## src/rtl/sr_cmd_pkg.sv

```systemverilog
// sr_cmd_pkg: shared FSM state encoding and default parameters for sr_cmd_gen
package sr_cmd_pkg;
  typedef enum logic [1:0] {IDLE, SET_P, CLR_P, HOLD} state_t;
  localparam int DB_CYCLES_DEF = 4;
  localparam int PULSE_LEN_DEF = 1;
  localparam int HOLDOFF_DEF = 2;
endpackage

```

## src/rtl/debounce.sv

```systemverilog
// debounce: output follows input only after DB_CYCLES consecutive differing samples
module debounce #(
  parameter int DB_CYCLES = 4
) (
  input  logic clk,
  input  logic reset,
  input  logic din,
  output logic dout
);
  logic [7:0] cnt;
  // count consecutive samples that disagree with the filtered value; any agreement restarts the count
  always_ff @(posedge clk) begin
    if (reset) begin
      cnt <= '0;
      dout <= 1'b0;
    end else if (din == dout) begin
      cnt <= '0;
    end else if (cnt == 8'(DB_CYCLES - 1)) begin
      cnt <= '0;
      dout <= din;
    end else begin
      cnt <= cnt + 8'd1;
    end
  end
endmodule

```

## src/rtl/sr_cmd_gen.sv

```systemverilog
// sr_cmd_gen: debounced set/clear requests to mutually exclusive s/r pulses with holdoff
module sr_cmd_gen
  import sr_cmd_pkg::*;
#(
  parameter int DB_CYCLES = DB_CYCLES_DEF,
  parameter int PULSE_LEN = PULSE_LEN_DEF,
  parameter int HOLDOFF = HOLDOFF_DEF
) (
  input  logic clk,
  input  logic reset,
  input  logic set_req,
  input  logic clr_req,
  output logic s,
  output logic r,
  output logic busy,
  output logic conflict
);
  state_t state, state_n;
  logic [3:0] cnt, cnt_n;
  logic set_f, clr_f, set_q, clr_q, set_ev, clr_ev, conflict_n;
  debounce #(.DB_CYCLES(DB_CYCLES)) u_set (.clk(clk), .reset(reset), .din(set_req), .dout(set_f));
  debounce #(.DB_CYCLES(DB_CYCLES)) u_clr (.clk(clk), .reset(reset), .din(clr_req), .dout(clr_f));
  assign set_ev = set_f & ~set_q;
  assign clr_ev = clr_f & ~clr_q;
  assign busy = state != IDLE;
  // next state: events only matter in IDLE, pulse and holdoff phases share one counter
  always_comb begin
    state_n = state;
    cnt_n = cnt;
    conflict_n = conflict;
    case (state)
      IDLE: begin
        if (set_ev && clr_ev) conflict_n = 1'b1;
        else if (set_ev) state_n = SET_P;
        else if (clr_ev) state_n = CLR_P;
      end
      SET_P, CLR_P: begin
        state_n = cnt == 4'(PULSE_LEN - 1) ? HOLD : state;
        cnt_n = cnt == 4'(PULSE_LEN - 1) ? 4'd0 : cnt + 4'd1;
      end
      HOLD: begin
        state_n = cnt == 4'(HOLDOFF - 1) ? IDLE : HOLD;
        cnt_n = cnt == 4'(HOLDOFF - 1) ? 4'd0 : cnt + 4'd1;
      end
    endcase
  end
  // state, edge-detect history and registered s/r decoded from the next state
  always_ff @(posedge clk) begin
    if (reset) begin
      state <= IDLE;
      cnt <= '0;
      conflict <= 1'b0;
      set_q <= 1'b0;
      clr_q <= 1'b0;
      s <= 1'b0;
      r <= 1'b0;
    end else begin
      state <= state_n;
      cnt <= cnt_n;
      conflict <= conflict_n;
      set_q <= set_f;
      clr_q <= clr_f;
      s <= state_n == SET_P;
      r <= state_n == CLR_P;
    end
  end
endmodule

```

## config.mk

```make
export PLATFORM = sky130hd
export DESIGN_NAME = sr_cmd_gen
export DESIGN_NICKNAME = d
export VERILOG_FILES = /design/src/rtl/sr_cmd_pkg.sv /design/src/rtl/debounce.sv /design/src/rtl/sr_cmd_gen.sv
export SDC_FILE = /design/constraint.sdc
export NUM_CORES = 1
export LEC_CHECK = 0
export CAP_MARGIN = 20
export CORE_MARGIN = 2
export CORE_UTILIZATION = 50
export DETAILED_ROUTE_END_ITERATION = 16
export HOLD_SLACK_MARGIN = 0.02
export PLACE_DENSITY_LB_ADDON = 0.3
export SETUP_SLACK_MARGIN = 0.15
export SYNTH_ARGS = -nofsm -noshare
export SYNTH_HDL_FRONTEND = slang
export SYNTH_SLANG_ARGS = --single-unit
```

## constraint.sdc

```tcl
create_clock -name clk -period 1.7 [get_ports clk]
set_input_delay 0.34 -clock clk [delete_from_list [all_inputs] [get_ports clk]]
set_output_delay 0.34 -clock clk [all_outputs]
set_load 0.03 [all_outputs]
```

# After elaboration in Yosys (flattened, before gate mapping)
# Index checks and enable logic that the tools add are counted.
# word_totals
register_bits,29
out_inout_bits,4
wordCells,50
# op_classes
n_addsub,3
eq_ne,10
n_mux,9
n_bitwise,6
n_reduce_logical,11
# op_table
op,n
"8-bit by 1-bit adder with 8-bit output, second input constant",2
"8-bit by 2-bit == test with 1-bit output, second input constant",2
2-bit 2-to-1 mux,5
4-bit 2-to-1 mux,2
4-bit case mux with 2 select lines,1
"2-bit == test, second input constant",3
2-bit case mux with 3 select lines,1
2-bit AND reduction,3
3-bit OR reduction,2
"4-bit by 1-bit adder with 4-bit output, second input constant",1
"2-bit by 1-bit == test with 1-bit output, second input constant",2
"4-bit by 1-bit == test with 1-bit output, second input constant",1
4-bit logical NOT,1
1-bit NOT,4
2-bit nonzero test,2
1-bit bitwise AND,2
1-bit == test,2
2-bit logical NOT,1
2-bit OR reduction,1
1-bit logical AND,1

# Longest topological paths before layout
# depth
depth_word,7
mapped_depth,6
depth_no_buf,6

# Modules after synthesis
# From an unflattened synthesis, not the netlist that was laid out.
# unflattened
cells_unflattened,153
area_unflattened_um2,1400.1
# modules_own_cells
mod,n_inst,cells_per_inst,area_each_um2,seq_area_each_um2
debounce,2,45,387.9,180.2
sr_cmd_gen,1,63,624.3,220.2

# Worst setup path after synthesis
# No wires, ideal clock.
# synth_path
path_kind,flip-flop to flip-flop
start,reg state[0]
end,reg cnt[0]
setup_ns,0.135
arrival_ns,1.275
required_time_ns,1.565
setup_slack_ns,0.291
path_stages_with_launch,5
n_path_buf,0
cell_sequence,dfxtp_1 inv_1 ha_1 o41ai_1 nor2_1
# synth_via
elab_chain_cells,3
word_cells_on_any_way,6
classes_between,3 x eq/ne; 1 x mux; 2 x reduce/logical
# synth_lines
item,line,text
from (decl),sr_cmd_gen.sv:18,"state_t state, state_n;"
from (signal assigned),sr_cmd_gen.sv:58,state <= state_n;
2-bit by 1-bit == test with 1-bit output or 2-bit == test (tied branches),sr_cmd_gen.sv:31,case (state)
2-bit OR reduction,sr_cmd_gen.sv:31,
4-bit case mux with 2 select lines or 2-bit nonzero test (tied branches),n/a,
to (signal assigned),sr_cmd_gen.sv:59,cnt <= cnt_n;
to (decl),sr_cmd_gen.sv:19,"logic [3:0] cnt, cnt_n;"
# Several ways; a longest one is shown, not always the timed one.
# A chain may end at the register's enable or synchronous reset.

# Worst setup path in the final report
# layout_path
start,reg state[0]
end,out busy
# layout_via
elab_chain_cells,1
# layout_lines
item,line,text
2-bit nonzero test,sr_cmd_gen.sv:25,assign busy = state != IDLE;
to (decl),sr_cmd_gen.sv:15,"output logic busy,"
# Every way passes these cells.

==> report_table.html <==
<table>
<tr><th>Metric</th><th>Value</th></tr>
<tr><th colspan="2">STA</th></tr>
<tr><td>Slew at the pin closest to its max-slew limit</td><td>just over 300 ps</td></tr>
<tr><td>Setup Skew</td><td>10.4 ps</td></tr>
<tr><td>Max frequency</td><td>slightly below 0.7 GHz</td></tr>
<tr><td>Setup total negative slack</td><td>0 ps</td></tr>
<tr><td>Slew Limit Fails</td><td>0</td></tr>
<tr><td>Final period utilization</td><td>0.866</td></tr>
<tr><td>Total of endpoints with negative setup slack in the final report</td><td>0</td></tr>
<tr><td>Time the worst path needs with I/O delays and setup</td><td>around 1500 ps</td></tr>
<tr><td>Final Hold Violating Endpoints</td><td>0</td></tr>
<tr><td>Unrepaired setup endpoints after global routing</td><td>no</td></tr>
<tr><td>Max-slew headroom</td><td>0.798</td></tr>
<tr><td>Worst Slack Setup Final</td><td>between 200 and 250 ps</td></tr>
<tr><th colspan="2">Worst setup path</th></tr>
<tr><td>WP data required</td><td>approximately 1400 ps</td></tr>
<tr><td>Critical-path cell with the highest stage delay</td><td>sky130_fd_sc_hd__dfxtp_2</td></tr>
<tr><td>Cell family with most CP delay</td><td>flip-flops</td></tr>
<tr><td>Worst path cell trace</td><td>inv_1 &gt; ha_2 &gt; inv_1 &gt; buf_6</td></tr>
<tr><td>Worst setup SP type</td><td>register</td></tr>
<tr><td>Largest incremental delay on the critical path</td><td>360 ps</td></tr>
<tr><td>Critical Path AT</td><td>about 1100 ps</td></tr>
<tr><td>Biggest fanout along the worst timing path</td><td>4</td></tr>
<tr><td>Reg2Reg Capture Point</td><td>r$_SDFF_PP0_</td></tr>
<tr><td>WP buf/inv</td><td>3</td></tr>
<tr><td>Slack of the worst reg-to-reg path</td><td>~250 ps</td></tr>
<tr><td>Source of the worst register-to-register timing path</td><td>cnt[1]$_SDFFE_PP0N_</td></tr>
<tr><td>Crit path top cell by count</td><td>sky130_fd_sc_hd__inv_1</td></tr>
<tr><td>Endpoint kind of the worst setup timing path</td><td>output pin</td></tr>
<tr><td>Critical path start-end classification</td><td>reg2out</td></tr>
<tr><td>Worst R2R Path Depth</td><td>7</td></tr>
<tr><th colspan="2">Pwr</th></tr>
<tr><td>Total Power Consumption</td><td>around 1.8 mW</td></tr>
<tr><td>Maximum vdd drop</td><td>0.879 mV</td></tr>
<tr><td>Power density over the cells</td><td>between 1000 and 1500 mW/mm^2</td></tr>
<tr><td>P_leak</td><td>0.666 nW</td></tr>
<tr><th colspan="2">Place</th></tr>
<tr><td>Placed cell areas</td><td>0.00148 sq mm</td></tr>
<tr><td>Number of I/O port buffers</td><td>7</td></tr>
<tr><td>Final GP Congestion</td><td>between 0.8 and 0.9</td></tr>
<tr><td>DP Wirelength</td><td>about 1600 um</td></tr>
<tr><td>Pre-CTS setup slack</td><td>189 ps</td></tr>
<tr><th colspan="2">Logic synthesis</th></tr>
<tr><td>Main flop type after synthesis</td><td>sky130_fd_sc_hd__dfxtp_1</td></tr>
<tr><td>Flops &amp; latches, synth</td><td>29</td></tr>
<tr><td>Complex-gate fraction of the synthesized area</td><td>0.0593</td></tr>
<tr><td>Cell with the most instances after synthesis</td><td>sky130_fd_sc_hd__dfxtp_1</td></tr>
<tr><td>Dominant combinational cell family by area after synthesis</td><td>simple AND/OR/NAND/NOR gates</td></tr>
<tr><td>Synthesized Nets</td><td>155</td></tr>
<tr><td>Count of yosys warnings during synthesis</td><td>0</td></tr>
<tr><td>Number of enable-type register cells in the synthesized netlist</td><td>0</td></tr>
<tr><td>Multiplexer area fraction after synthesis</td><td>0.0151</td></tr>
<tr><td>Biggest area contributors in the synthesized netlist</td><td>sky130_fd_sc_hd__dfxtp_1 44%, sky130_fd_sc_hd__ha_1 8.5%, sky130_fd_sc_hd__xor2_1 7.9%</td></tr>
<tr><td>Dominant cell type by area after synthesis</td><td>sky130_fd_sc_hd__dfxtp_1</td></tr>
<tr><td>Simple logic cell fraction of the synthesized area</td><td>0.248</td></tr>
<tr><td>Async set or reset register ratio after synthesis</td><td>0</td></tr>
<tr><td>Cells after synthesis</td><td>142</td></tr>
<tr><td>Post-synthesis xor/xnor area fraction</td><td>0.112</td></tr>
<tr><td>Top cells by instance count after synthesis</td><td>29 x sky130_fd_sc_hd__dfxtp_1, 25 x sky130_fd_sc_hd__nor2_1, 12 x sky130_fd_sc_hd__nand3_1, 12 x sky130_fd_sc_hd__xor2_1, 9 x sky130_fd_sc_hd__ha_1</td></tr>
<tr><td>Post-synthesis sequential area ratio</td><td>0.437</td></tr>
<tr><td>Adder-cell share of the synthesized area</td><td>0.101</td></tr>
<tr><td>Share of Yosys cell area claimed by the top area cell type</td><td>0.437</td></tr>
<tr><td>Summed instance area of the synthesized netlist</td><td>0.00133 sq mm</td></tr>
<tr><td>Mean cell area of the mapped netlist</td><td>9.37 sq um</td></tr>
<tr><td>Unique masters post-synth</td><td>33</td></tr>
<tr><th colspan="2">Clock network</th></tr>
<tr><td>H-Tree Level Count</td><td>2</td></tr>
<tr><td>Root buffer selected by CTS</td><td>sky130_fd_sc_hd__clkbuf_4</td></tr>
<tr><td>Clock transition at the register clock pins on the worst setup and hold paths after CTS</td><td>about 100 ps</td></tr>
<tr><td>Total of hold buffers inserted after clock tree synthesis</td><td>0</td></tr>
<tr><td>Clock tree from TritonCTS</td><td>yes</td></tr>
<tr><td>Clk sink count</td><td>29</td></tr>
<tr><td>Clock Path Buffers</td><td>2</td></tr>
<tr><td>Total CTS buffers</td><td>5</td></tr>
<tr><td>Clock insertion delay at the later pin of the skew report</td><td>roughly 330 ps</td></tr>
<tr><th colspan="2">GRT</th></tr>
<tr><td>Global-route usage over all layers</td><td>0.162</td></tr>
<tr><td>Via count of the first global-routing pass</td><td>just over 900</td></tr>
<tr><td>Number of antenna violations at the first check in global routing</td><td>0</td></tr>
<tr><td>Global routing's busiest layer</td><td>met2</td></tr>
<tr><td>Pin count of the biggest net entering global routing</td><td>10</td></tr>
<tr><td>Met2 usage</td><td>0.260</td></tr>
<tr><td>Routing usage on met3</td><td>0.0488</td></tr>
<tr><td>Met1 track demand over resource</td><td>0.195</td></tr>
<tr><td>First-pass GRT wire length</td><td>3930 um</td></tr>
<tr><td>Remaining global-route overflow</td><td>0</td></tr>
<tr><th colspan="2">Detailed routing</th></tr>
<tr><td>Drt drc</td><td>0</td></tr>
<tr><td>WL final</td><td>approximately 2300 um</td></tr>
<tr><td>Detail-routed net length per standard cell</td><td>between 10 and 15 um</td></tr>
<tr><td>Iteration-0 DRC Markers</td><td>19</td></tr>
<tr><td>Detailed-routing iteration count for the pre-antenna-repair pass</td><td>4</td></tr>
<tr><td>Remaining number of nets flagged by the antenna check after routing</td><td>0</td></tr>
<tr><td>Detailed-route vias per instance</td><td>slightly above 5</td></tr>
<tr><td>Vias</td><td>around 1000</td></tr>
<tr><th colspan="2">Finish</th></tr>
<tr><td>Finished Cell Area</td><td>roughly 0.0016 sq mm</td></tr>
<tr><td>Area added between synthesis and finish</td><td>18.4%</td></tr>
<tr><td>Fin nets</td><td>175</td></tr>
<tr><td>Layout cells sized above 1</td><td>0.190</td></tr>
<tr><td>Utilization after layout</td><td>0.630</td></tr>
<tr><td>Antenna Cells</td><td>0</td></tr>
<tr><th colspan="2">Hold path</th></tr>
<tr><td>Worst hold path stage count</td><td>1</td></tr>
<tr><td>Worst min-delay path startpoint</td><td>u_set.cnt[0]$_SDFF_PP0_</td></tr>
<tr><td>Hold Path Class</td><td>reg2reg</td></tr>
<tr><td>Worst Hold End</td><td>u_set.cnt[0]$_SDFF_PP0_</td></tr>
<tr><th colspan="2">Die</th></tr>
<tr><td>Area of the placeable core</td><td>~0.0025 sq mm</td></tr>
<tr><td>Floorplan die height</td><td>roughly 56 um</td></tr>
<tr><td>Number of I/O pins</td><td>8</td></tr>
<tr><td>Total die area</td><td>between 0.003 and 0.004 sq mm</td></tr>
<tr><td>Standard-cell row count</td><td>18</td></tr>
<tr><td>Initial Util</td><td>0.532</td></tr>
<tr><td>Horizontal die dimension</td><td>roughly 56 um</td></tr>
<tr><th colspan="2">Status</th></tr>
<tr><td>Result of the run</td><td>complete, no violations</td></tr>
<tr><th colspan="2">Job</th></tr>
<tr><td>Max cap viols</td><td>0</td></tr>
</table>
## worst max-delay path by stage
stage	startpoint	end	slack [ps]	cells after the start
4_1_cts	state[1]$_SDFF_PP0_	busy	170	4
3_3_place_gp	set_req	u_set.cnt[3]$_SDFF_PP0_	270	5
6_report	state[0]$_SDFF_PP0_	busy	230	4
2_1_floorplan	state[0]$_SDFF_PP0_	cnt[0]$_SDFFE_PP0N_	290	4
5_1_grt	state[0]$_SDFF_PP0_	busy	160	4
3_5_place_dp	u_clr.cnt[0]$_SDFF_PP0_	u_clr.cnt[5]$_SDFF_PP0_	190	5
## per-layer routing
| metal | share of wire | up-vias |
|---|---|---|
| met4 | 0.017 | 0 |
| met2 | 0.47 | 13 |
| li1 | - | 515 |
| met5 | 0 | - |
| met3 | 0.035 | 5 |
| met1 | 0.48 | 465 |
## placed cells by master, fill, tap and decap left out, types with 2 or more instances in the layout
master,Yosys,layout
sky130_fd_sc_hd__nand3_1,12,12
sky130_fd_sc_hd__a21oi_1,3,3
sky130_fd_sc_hd__clkbuf_4,0,5
sky130_fd_sc_hd__inv_1,8,8
sky130_fd_sc_hd__mux2i_1,2,2
sky130_fd_sc_hd__ha_1,9,8
sky130_fd_sc_hd__xor2_1,12,12
sky130_fd_sc_hd__clkdlybuf4s50_1,0,3
sky130_fd_sc_hd__clkbuf_8,0,2
sky130_fd_sc_hd__xnor2_1,5,5
sky130_fd_sc_hd__dfxtp_2,0,2
sky130_fd_sc_hd__and3_1,6,6
sky130_fd_sc_hd__buf_4,0,7
sky130_fd_sc_hd__nor2b_1,2,2
sky130_fd_sc_hd__dlygate4sd2_1,0,3
sky130_fd_sc_hd__nor2b_2,2,2
sky130_fd_sc_hd__nor2_1,25,25
sky130_fd_sc_hd__dfxtp_1,29,27
sky130_fd_sc_hd__nor3b_2,2,2
sky130_fd_sc_hd__nand2_1,6,5
## flip-flops by register name, summed over array words and instances, names as in the netlist
signal,count
u_clr.dout,1
set_q,1
u_clr.cnt,8
clr_q,1
r,1
cnt,4
s,1
u_set.cnt,8
u_set.dout,1
conflict,1
state,2
## power breakdown
part	total (mW)	internal [mW]	switching, mW
sequential	0.771	0.727	0.0439
combinational	0.540	0.260	0.280
clock	0.479	0.239	0.240
total	1.79	1.23	0.564
## repair_timing
action | in CTS | in global routing
buffers inserted | 0 | 1
gates resized for setup | 5 | 5
setup endpoints to repair | 5 | 9
## per-stage QoR
stage          instances  hold WS (ps)
3_5_place_dp         184           461
3_3_place_gp         184           455
4_1_cts              192           487
2_1_floorplan        142           437
5_1_grt              193           516
6_report             193           482
## layout make-up
class,count,area [sq um]
clock buffer,7,65.1
sequential,29,583
timing repair buffer,14,120
multi-input combinational,103,731
fill,207,925
clock inverter,1,5.00
inverter,9,33.8
tap,30,37.5
## cells by family after synthesis
| group | after synthesis |
|---|---|
| simple gates | 63 |
| flops | 29 |
| xor+xnor | 17 |
| fa+ha+maj | 11 |
| compound gates | 10 |
| buf+inv | 10 |
| mux | 2 |
Note: power is estimated with default switching activity, not from simulation.
